[src/rtl/seq_detect_arbiter.sv]
// One shared "1001" Mealy detector, time-multiplexed round-robin over N_CH serial channels.
// Optional per-channel saturating match counters: define SEQ_DETECT_MATCH_COUNT_EN.
module seq_detect_arbiter #(
    parameter int N_CH  = 4,
    parameter int CHW   = 2,
    parameter int CNT_W = 8
) (
    input  logic             clock,
    input  logic             reset,
    input  logic [N_CH-1:0]  bit_in,
    input  logic [N_CH-1:0]  bit_valid,
    output logic [N_CH-1:0]  buf_full,
    output logic             z,
    output logic [CHW-1:0]   z_chan,
    output logic [N_CH-1:0]  overflow,
    input  logic             clr_ovf
`ifdef SEQ_DETECT_MATCH_COUNT_EN
    ,
    input  logic [CHW-1:0]   cnt_sel,
    output logic [CNT_W-1:0] cnt_out
`endif
);

    typedef enum logic [1:0] {
        ST_A = 2'b00,   // idle
        ST_B = 2'b01,   // saw 1
        ST_C = 2'b10,   // saw 10
        ST_D = 2'b11    // saw 100
    } det_state_e;

    det_state_e        state_q [N_CH];
    logic [N_CH-1:0]   buf_bit_q,  buf_bit_d;
    logic [N_CH-1:0]   buf_full_q, buf_full_d;
    logic [N_CH-1:0]   overflow_q, overflow_d;
    logic [CHW-1:0]    rr_ptr_q,   rr_ptr_d;
    logic              z_q,        z_d;
    logic [CHW-1:0]    z_chan_q,   z_chan_d;

    logic              grant_vld;
    logic [CHW-1:0]    grant_idx;
    logic [N_CH-1:0]   grant_oh;
    det_state_e        nxt_state;
    logic              match;

    // Round-robin search starting at rr_ptr; N_CH is a power of two so the index wraps for free.
    always_comb begin
        logic [CHW-1:0] idx;
        grant_vld = 1'b0;
        grant_idx = rr_ptr_q;
        for (int k = 0; k < N_CH; k++) begin
            idx = rr_ptr_q + CHW'(k);
            if (!grant_vld && buf_full_q[idx]) begin
                grant_vld = 1'b1;
                grant_idx = idx;
            end
        end
        for (int i = 0; i < N_CH; i++) begin
            grant_oh[i] = grant_vld && (grant_idx == CHW'(i));
        end
    end

    // Shared transition logic, applied to the granted channel's state and buffered bit.
    always_comb begin
        logic b;
        b         = buf_bit_q[grant_idx];
        match     = 1'b0;
        nxt_state = ST_A;
        case (state_q[grant_idx])
            ST_A:    nxt_state = b ? ST_B : ST_A;
            ST_B:    nxt_state = b ? ST_B : ST_C;
            ST_C:    nxt_state = b ? ST_B : ST_D;
            ST_D: begin
                nxt_state = b ? ST_B : ST_A;
                match     = b;
            end
            default: nxt_state = ST_A;
        endcase
    end

    // A granted channel's buffer is free this edge, so a same-edge capture refills it without loss.
    always_comb begin
        buf_full_d = buf_full_q;
        buf_bit_d  = buf_bit_q;
        overflow_d = clr_ovf ? '0 : overflow_q;
        for (int i = 0; i < N_CH; i++) begin
            if (grant_oh[i]) begin
                buf_full_d[i] = 1'b0;
            end
            if (bit_valid[i]) begin
                if (!buf_full_q[i] || grant_oh[i]) begin
                    buf_bit_d[i]  = bit_in[i];
                    buf_full_d[i] = 1'b1;
                end else begin
                    overflow_d[i] = 1'b1;
                end
            end
        end
        rr_ptr_d = grant_vld ? grant_idx + CHW'(1) : rr_ptr_q;
        z_d      = grant_vld && match;
        z_chan_d = grant_vld ? grant_idx : z_chan_q;
    end

    always_ff @(posedge clock or posedge reset) begin
        if (reset) begin
            // NOTE: the per-channel state and buffer arrays are reset too, so a partial sequence never survives reset.
            for (int i = 0; i < N_CH; i++) begin
                state_q[i] <= ST_A;
            end
            buf_bit_q  <= '0;
            buf_full_q <= '0;
            overflow_q <= '0;
            rr_ptr_q   <= '0;
            z_q        <= 1'b0;
            z_chan_q   <= '0;
        end else begin
            if (grant_vld) begin
                state_q[grant_idx] <= nxt_state;
            end
            buf_bit_q  <= buf_bit_d;
            buf_full_q <= buf_full_d;
            overflow_q <= overflow_d;
            rr_ptr_q   <= rr_ptr_d;
            z_q        <= z_d;
            z_chan_q   <= z_chan_d;
        end
    end

    assign buf_full = buf_full_q;
    assign overflow = overflow_q;
    assign z        = z_q;
    assign z_chan   = z_chan_q;

`ifdef SEQ_DETECT_MATCH_COUNT_EN
    logic [CNT_W-1:0] cnt_q [N_CH];

    always_ff @(posedge clock or posedge reset) begin
        if (reset) begin
            for (int i = 0; i < N_CH; i++) begin
                cnt_q[i] <= '0;
            end
        end else if (z_d && (cnt_q[grant_idx] != '1)) begin
            cnt_q[grant_idx] <= cnt_q[grant_idx] + CNT_W'(1);
        end
    end

    assign cnt_out = cnt_q[cnt_sel];
`endif

endmodule

[config.mk]
export PLATFORM = sky130hd
export DESIGN_NAME = seq_detect_arbiter
export DESIGN_NICKNAME = d
export VERILOG_FILES = /design/src/rtl/seq_detect_arbiter.sv
export SDC_FILE = /design/constraint.sdc
export NUM_CORES = 1
export LEC_CHECK = 0
export CAP_MARGIN = 0
export CORE_UTILIZATION = 30
export DETAILED_ROUTE_END_ITERATION = 8
export GPL_ROUTABILITY_DRIVEN = 0
export PLACE_DENSITY = 0.61
export SLEW_MARGIN = 20
export SYNTH_ARGS = -nofsm -noshare
export SYNTH_HDL_FRONTEND = slang
export SYNTH_SLANG_ARGS = --single-unit
[constraint.sdc]
create_clock -name clock -period 6.1 [get_ports clock]
set_input_delay 1.22 -clock clock [delete_from_list [all_inputs] [get_ports clock]]
set_output_delay 1.22 -clock clock [all_outputs]
set_load 0.005 [all_outputs]
# Yosys cells after proc, flatten, opt, wreduce, memory -nomap -nowiden
# Index checks and enable logic that the tools add are counted.
# W data, S select, Z words.
[totals]
word_cells = 107
output_inout_bits = 11
regBits = 25
[classes]
n_mux = 49
reduce_logical = 27
magnitude_cmp = 7
bitwise = 1
eq_ne = 6
addsub = 4
[ops]
columns = ["cell", "n"]
rows = [
  ["$mux W1", 31],
  ["$mux W2", 8],
  ["$lt A2 B3 Y1 const B", 5],
  ["$bmux W1 S2", 5],
  ["$logic_and A1 B1 Y1", 9],
  ["$bwmux W8", 1],
  ["$eq A2 B2 Y1 const B", 4],
  ["$reduce_and A2 Y1", 4],
  ["$logic_not A1 Y1", 7],
  ["$pmux W2 S3", 1],
  ["$add A2 B1 Y2 const B", 2],
  ["$add A2 B2 Y2 const B", 2],
  ["$bmux W2 S2", 1],
  ["$demux W2 S2", 1],
  ["$eq A2 B1 Y1 const B", 2],
  ["$logic_not A2 Y1", 2],
  ["$logic_or A1 B1 Y1", 4],
  ["$mux W4", 1],
  ["$ge A3 B3 Y1 const B", 1],
  ["$lt A3 B1 Y1 const B", 1],
  ["$not A2 Y3", 1],
  ["$reduce_or A2 Y1", 1],
]

# Logic depth before layout (Yosys ltp)
# Gate-level depths: netlist of run 1.
[logic_depth]
word_depth = 20
mapped_depth = 12
depth_no_buf = 11

# Worst setup path after synthesis of run 1
# Ideal clock, no wire load.
[synth_timing]
path_kind = "reg2reg"
start = "register buf_full_q[0] (netlist: buf_full[0])"
end = "register state_q[0] in the netlist's numbering"
path_buffers = 1
required_time_ps = 5968
slack_ps = 3643
stages_incl_launch_ff = 13
arrival_ps = 2325
path_cell_list = "dfrtp_1 > nor2b_1 > o21bai_1 > and3_4 > buf_6 > mux2i_1 > nor2_1 > or2_2 > ha_1 > nor2_1 > nand2_1 > nand3_1 > o21ai_0"
[synth_via]
elab_chain_len = 20
[synth_lines]
columns = ["item", "line_no", "rtl"]
rows = [
  ["start, declared", "33", "logic [N_CH-1:0] buf_full_q, buf_full_d;"],
  ["start signal, assigned", "120", "buf_full_q <= buf_full_d;"],
  ["$bmux W1 S2", "52", "if (!grant_vld && buf_full_q[idx]) begin"],
  ["$mux W1 (not written as such)", "52", ""],
  ["$mux W1", "52", ""],
  ["$logic_not A1 Y1", "52", ""],
  ["$logic_and A1 B1 Y1", "52", ""],
  ["$mux W1", "52", ""],
  ["$logic_not A1 Y1", "52", ""],
  ["$logic_and A1 B1 Y1", "52", ""],
  ["[4 not listed]", "n/a", ""],
  ["via grant_idx[0]", "40", "logic [CHW-1:0] grant_idx;"],
  ["$not A2 Y3 (not written as such)", "68, 117", ""],
  ["$bmux W2 S2", "68", "case (state_q[grant_idx])"],
  ["$mux W2 (not written as such) (2 in series)", "68", ""],
  ["$eq A2 B2 Y1 / $logic_not A2 Y1 (equally long branches)", "68", ""],
  ["$reduce_or A2 Y1 (no source line)", "n/a", ""],
  ["$pmux W2 S3", "68", ""],
  ["$bwmux W8 (*)", "117", "state_q[grant_idx] <= nxt_state;"],
  ["end signal, assigned by index", "117", ""],
  ["end, declared", "31", "det_state_e state_q [N_CH];"],
]
# Mark *: on every way through the listed nets, which the timed path passes. The rest lies on a longest branch. The select of a mux whose other input is x is not followed.
# A chain may end at the register's enable or synchronous reset.

# Final worst setup path of run 1
[layout_timing]
start = "register buf_full_q[0] (netlist: buf_full[0])"
end = "register state_q[4] in the netlist's numbering"
[layout_via]
elab_chain_len = 20
[layout_lines]
columns = ["item", "line_no"]
rows = [
  ["$bmux W1 S2", "52"],
  ["$mux W1 (not written as such)", "52"],
  ["$mux W1", "52"],
  ["$logic_not A1 Y1", "52"],
  ["$logic_and A1 B1 Y1", "52"],
  ["$mux W1", "52"],
  ["$logic_not A1 Y1", "52"],
  ["$logic_and A1 B1 Y1", "52"],
  ["[3 not listed]", "n/a"],
  ["$mux W2", "52"],
  ["$not A2 Y3 (not written as such)", "68, 117"],
  ["$bmux W2 S2", "68"],
  ["$mux W2 (not written as such) (2 in series)", "68"],
  ["$eq A2 B2 Y1 / $logic_not A2 Y1 (equally long branches)", "68"],
  ["$reduce_or A2 Y1 (no source line)", "n/a"],
  ["$pmux W2 S3", "68"],
  ["$bwmux W8", "117"],
]
# Several ways; a longest one is shown, not always the timed one. The select of a mux whose other input is x is not followed.

==> results of run 1 <==
[cells by family after synthesis]
group	Yosys count	synth area share (%)
flip-flops	25	48.2
AND/OR/NAND/NOR	53	19.3
multiplexers	8	6.56
adder cells (fa/ha/maj)	7	6.75
AO/OA/AOI/OAI	28	14.3
buffers and inverters	15	4.92
[worst reg2reg max path: stages, from the launching register on]
cell,delay (ps)
dfrtp_1,430
nor2b_1,170
o21bai_1,240
and3_4,330
mux2i_1,220
nor2_1,70
or2_2,320
ha_1,200
nor2_1,290
nand2_1,180
nand3_1,120
o21ai_0,90
[flip-flops by register name, indices dropped and copies added (netlist names)]
signal	cells
rr_ptr_q	2
z	1
buf_full	4
state_q	8
buf_bit_q	4
overflow	4
z_chan	2
[synthesized netlist by cell type]
cell | count | area, um2
o21ai_1 | 1 | 5.00
and3_4 | 1 | 11.3
o221ai_1 | 1 | 8.76
dfrtp_1 | 25 | 626
nand2_1 | 23 | 86.3
a31oi_1 | 1 | 6.26
o31ai_2 | 1 | 12.5
ha_1 | 7 | 87.6
o22ai_1 | 4 | 25.0
and3_1 | 1 | 6.26
nor2b_1 | 5 | 31.3
or2b_1 | 1 | 7.51
and2_4 | 1 | 8.76
nor2_1 | 11 | 41.3
inv_1 | 13 | 48.8
or2_2 | 2 | 12.5
buf_6 | 1 | 11.3
a31o_2 | 2 | 17.5
mux2_2 | 4 | 45.0
a211o_1 | 2 | 17.5
mux2i_1 | 4 | 40.0
o21ai_0 | 5 | 25.0
or2_1 | 1 | 6.26
nand2b_1 | 3 | 18.8
nand3_1 | 4 | 20.0
a21oi_1 | 6 | 30.0
o31ai_1 | 4 | 30.0
o21bai_1 | 1 | 7.51
clkbuf_1 | 1 | 3.75
[metal layers]
metal,global-route usage (%),share of wire [%],wire [um]
met5,0,0,0
met4,6.38,1.8,53
met3,2.20,4.4,127
met2,23.8,47,1340
met1,18.3,47,1360
[per-stage QoR]
stage | power (uW) | setup slack, ps | instance area, um2 | hold slack (ps)
detailed placement | 895 | 3380 | 1560 | 482
global route | 1080 | 3060 | 1600 | 528
finish | 993 | 3320 | 1600 | 498
floorplan | 718 | 3640 | 1300 | 448
global placement | 876 | 3430 | 1560 | 467
CTS | 999 | 3360 | 1600 | 500
[cell type report]
type                    instances  area [um2]  share of cell area, %
flip-flops and latches         25         626                   39.1
clock buffers                   4        45.0                   2.81
multi-input cells              96         608                   38.0
inverters                      13        48.8                   3.05
well taps                      50        62.6                   3.91
repair buffers                 21         210                   13.1
[path summary, 6_finish.rpt]
path / from / end / slack (ps) / depth (start not counted)
min in group asynchronous: reset / state_q[6] / 1330 / 2
min: state_q[4] / state_q[4] / 500 / 2
min reg2reg: state_q[4] / state_q[4] / 500 / 2
max reg2reg: buf_full[0] / state_q[4] / 3320 / 11
max: buf_full[0] / state_q[4] / 3320 / 11
max in group asynchronous: reset / rr_ptr_q[0] / 4360 / 2
[power groups by stage]
stage          Clock, uW  Sequential (uW)  Combinational [uW]
6_report            99.7              299                 594
5_1_grt              107              308                 667
4_1_cts              103              299                 597
3_5_place_dp           0              300                 595
3_3_place_gp           0              299                 577
2_1_floorplan          0              291                 427
==> results.tsv, run 1 <==
metric	value	unit
critical-path maximum fanout	11	
Seq cells post-synth	25	
Startpoint Class	flip-flop	
pin count of the biggest net entering global routing	26	
io pins	22	
fin nets	178	
Area Growth Syn to Fin	23.3	%
most frequent cells in the layout	dfrtp_1, nand2_1, clkdlybuf4s50_1	
setup TNS	0	ps
fillers	424	
period utilization	45.6	%
Port-buffer cells	21	
detailed placement HPWL	2130	um
Clk pwr share	10.0	%
cells resized by post-CTS repair	0	
H-tree Lvls	1	
slowest stage cell on the critical path	dfrtp_1	
Remaining DRCs	0	
register clock-pin slew on the reported worst setup and hold paths	90	ps
Die Span X	67.8	um
power per cell area	620	nW/um2
std cell rows	23	
vias in the first global route	1032	
Clk Latency, worst-skew pair	270	ps
Setup Crit Path Kind	reg2reg	
Core ar.	4090	um2
cell mode on critical path	nor2_1	
Starting Density	31.8	%
RSZ-0062 raised after global routing	no	
CP peak stage delay	430	ps
average cell area after synthesis	9.54	um2
Post-CTS Setup Inserts	0	
Critical Path RT	6250	ps
arrival time worst endpoint	2930	ps
Max Cap Viol	0	
first-pass GRT wire length	4810	um
switching power	430	uW
Synthesized Nets	154	
Post-Syn Instances	136	
cell internal pwr	563	uW
Util after Layout	39.2	%
delay-heaviest family, CP	simple AND/OR/NAND/NOR gates	
# diodes	0	
CP Capture Type	flip-flop	
Total GRT Usage	14.4	%
CTS tree	done	
Peak VDD IR	0.269	mV
Tmin final	2780	ps
clock buffer count from CTS	3	
Slew Limit Fails	0	
Worst slew margin	40.0	%
Die Area	4590	um2
CTS Hold Bufs	0	
Ys Warns	0	
layout cells sized above 1	8.81	%
grt ovf	0	
measured slew at the worst slew-check pin	895	ps
Hold Violations, Final	0	
drt first pass iters	4	
switching part of the total	43.3	%
wire per inst	13.8	um
commonest non-fill, non-tap cell in the layout	dfrtp_1	
Crit path buffers/inverters	0	
Gate power share	59.8	%
Sequential Power Share	30.1	%
clock sink count	25	
hold crit path type	reg2reg	
register area share after synthesis	48.2	%
count of cell types in the netlist	29	
CP cell instances	nor2b_1 -> o21bai_1 -> and3_4 -> mux2i_1 -> nor2_1 -> or2_2 -> ha_1 -> nor2_1 -> nand2_1 -> nand3_1 -> o21ai_0	
initial DRC count	26	
Peak Freq	0.360	GHz
post-route insts no fill	209	
Clock Path Buffers	2	
Final Setup Violations	0	
chip height	67.8	um
WL final	2880	um
Via Count	1035	
Final ANT Viol Nets	0	
Root Buffer	clkbuf_8	
cell leakage power	0.000744	uW
routed vias/inst	4.95	
initial antenna violation count	0	
Max Clock Skew	3.22	ps
post-placement cell count	205	
status	finished, final reports clean	
area of the mapped netlist	1300	um2
Note: power is estimated with default switching activity, not from simulation.
==> inputs of run 2 (changes only) <==
==> constraint.sdc (replaced) <==
create_clock -name clock -period 2.9 [get_ports clock]
set_input_delay 0.58 -clock clock [delete_from_list [all_inputs] [get_ports clock]]
set_output_delay 0.58 -clock clock [all_outputs]
set_load 0.005 [all_outputs]
==> results.tsv, run 2 (synthesis results as in run 1) <==
metric	value	unit
Post-DP Area	1570	um2
setup TNS	0	ps
Core ar.	4090	um2
Post-CTS Setup Inserts	0	
Hold Violations, Final	0	
Crit path buffers/inverters	0	
pin count of the biggest net entering global routing	26	
Die Area	4590	um2
H-tree Lvls	1	
period utilization	91.8	%
Max Clock Skew	6.14	ps
CP peak stage delay	430	ps
hold crit path type	reg2reg	
Via Count	1041	
cells resized by post-CTS repair	0	
fin area	1620	um2
Total GRT Usage	14.5	%
Slew Limit Fails	0	
Remaining DRCs	0	
register clock-pin slew on the reported worst setup and hold paths	90	ps
cells on worst reg2reg path	10	
Port-buffer cells	21	
Root Buffer	clkbuf_8	
WL final	2900	um
FF/Latch Area	626	um2
wire per inst	13.7	um
layout cells sized above 1	9.94	%
drt first pass iters	4	
CTS tree	done	
power per cell area	1320	nW/um2
fin nets	180	
Critical Path RT	3040	ps
Tmin final	2660	ps
clock sink count	25	
CP cell instances	nor2b_1 -> o21bai_1 -> and3_4 -> mux2i_1 -> nor2_1 -> or2_2 -> ha_1 -> nor2b_1 -> a21oi_1 -> o21ai_0	
max reg flops	8	
routed vias/inst	4.93	
Starting Density	31.8	%
commonest non-fill, non-tap cell in the layout	dfrtp_1	
CP Capture Type	flip-flop	
Die Span X	67.8	um
grt ovf	0	
Setup Crit Path Kind	reg2reg	
initial antenna violation count	0	
delay-heaviest family, CP	simple AND/OR/NAND/NOR gates	
R2R Setup Slk	240	ps
final setup margin	237	ps
RSZ-0062 raised after global routing	no	
Setup WS pre-CTS	317	ps
cell mode on critical path	nor2b_1	
Largest Register	state_q	
clock buffer count from CTS	3	
first-pass GRT wire length	4800	um
Final Setup Violations	0	
status	finished, final reports clean	
detailed placement HPWL	2140	um
fillers	406	
cell leakage power	0.000757	uW
vias in the first global route	1024	
io pins	22	
Worst Hold Path Cells	2	
Peak VDD IR	0.507	mV
measured slew at the worst slew-check pin	561	ps
Area Growth Syn to Fin	24.5	%
Startpoint Class	flip-flop	
Clk Latency, worst-skew pair	270	ps
multi-input logic area	608	um2
initial DRC count	57	
std cell rows	23	
Worst slew margin	62.4	%
Clock Path Buffers	2	
Peak Freq	0.376	GHz
most frequent cells in the layout	dfrtp_1, nand2_1, clkdlybuf4s50_1	
chip height	67.8	um
critical-path maximum fanout	11	
# diodes	0	
Crit. path cell count	10	
arrival time worst endpoint	2800	ps
CTS Hold Bufs	0	
Final ANT Viol Nets	0	
Max Cap Viol	0	
slowest stage cell on the critical path	dfrtp_1	
run 2: cell count changes in the layout (fill, tap and decap cells not counted):
cell and delta:
buf_4 +2, inv_1 +1, clkinv_1 -1
run 2: worst paths after layout:
kind	startpoint	endpoint
worst min-delay path	state_q[5]	state_q[5]
worst max register to register	buf_full[0]	state_q[4]
max in group asynchronous	reset	state_q[3]
worst min register to register	state_q[5]	state_q[5]
worst max-delay path	buf_full[0]	state_q[4]
min in group asynchronous	reset	buf_bit_q[2]
run 2: through the flow:
step,util [%],std cells,hold WS (ps),power [uW]
floorplan,-,136,448,1510
global placement,38.4,207,464,1880
detailed placement,38.4,207,470,1920
CTS,39.5,211,493,2140
global route,39.5,211,515,2320
finish,39.5,211,486,2130
run 2: per-layer routing:
metal	vias to the layer above	routed length [um]	track usage [%]
li1	509	-	-
met1	490	1370	18.0
met2	33	1280	22.5
met3	9	158	2.36
met4	0	90	10.6
met5	-	0	0
run 2: layout make-up:
class,instances,area share (%)
flip-flops and latches,25,38.7
multi-input cells,96,37.6
repair buffers,23,13.9
well taps,50,3.87
inverters,13,3.02
clock buffers,4,2.79
run 2: worst register-to-register path: stages, from the launching register on:
cell      delay, ps
dfrtp_1         430
nor2b_1         180
o21bai_1        250
and3_4          340
mux2i_1         210
nor2_1           70
or2_2           320
ha_1            200
nor2b_1         130
a21oi_1         250
o21ai_0         160
run 2: power by group:
part	switching (uW)	total [uW]	internal (uW)
Combinational	697	1300	599
Sequential	112	625	513
Clock	111	209	98.4
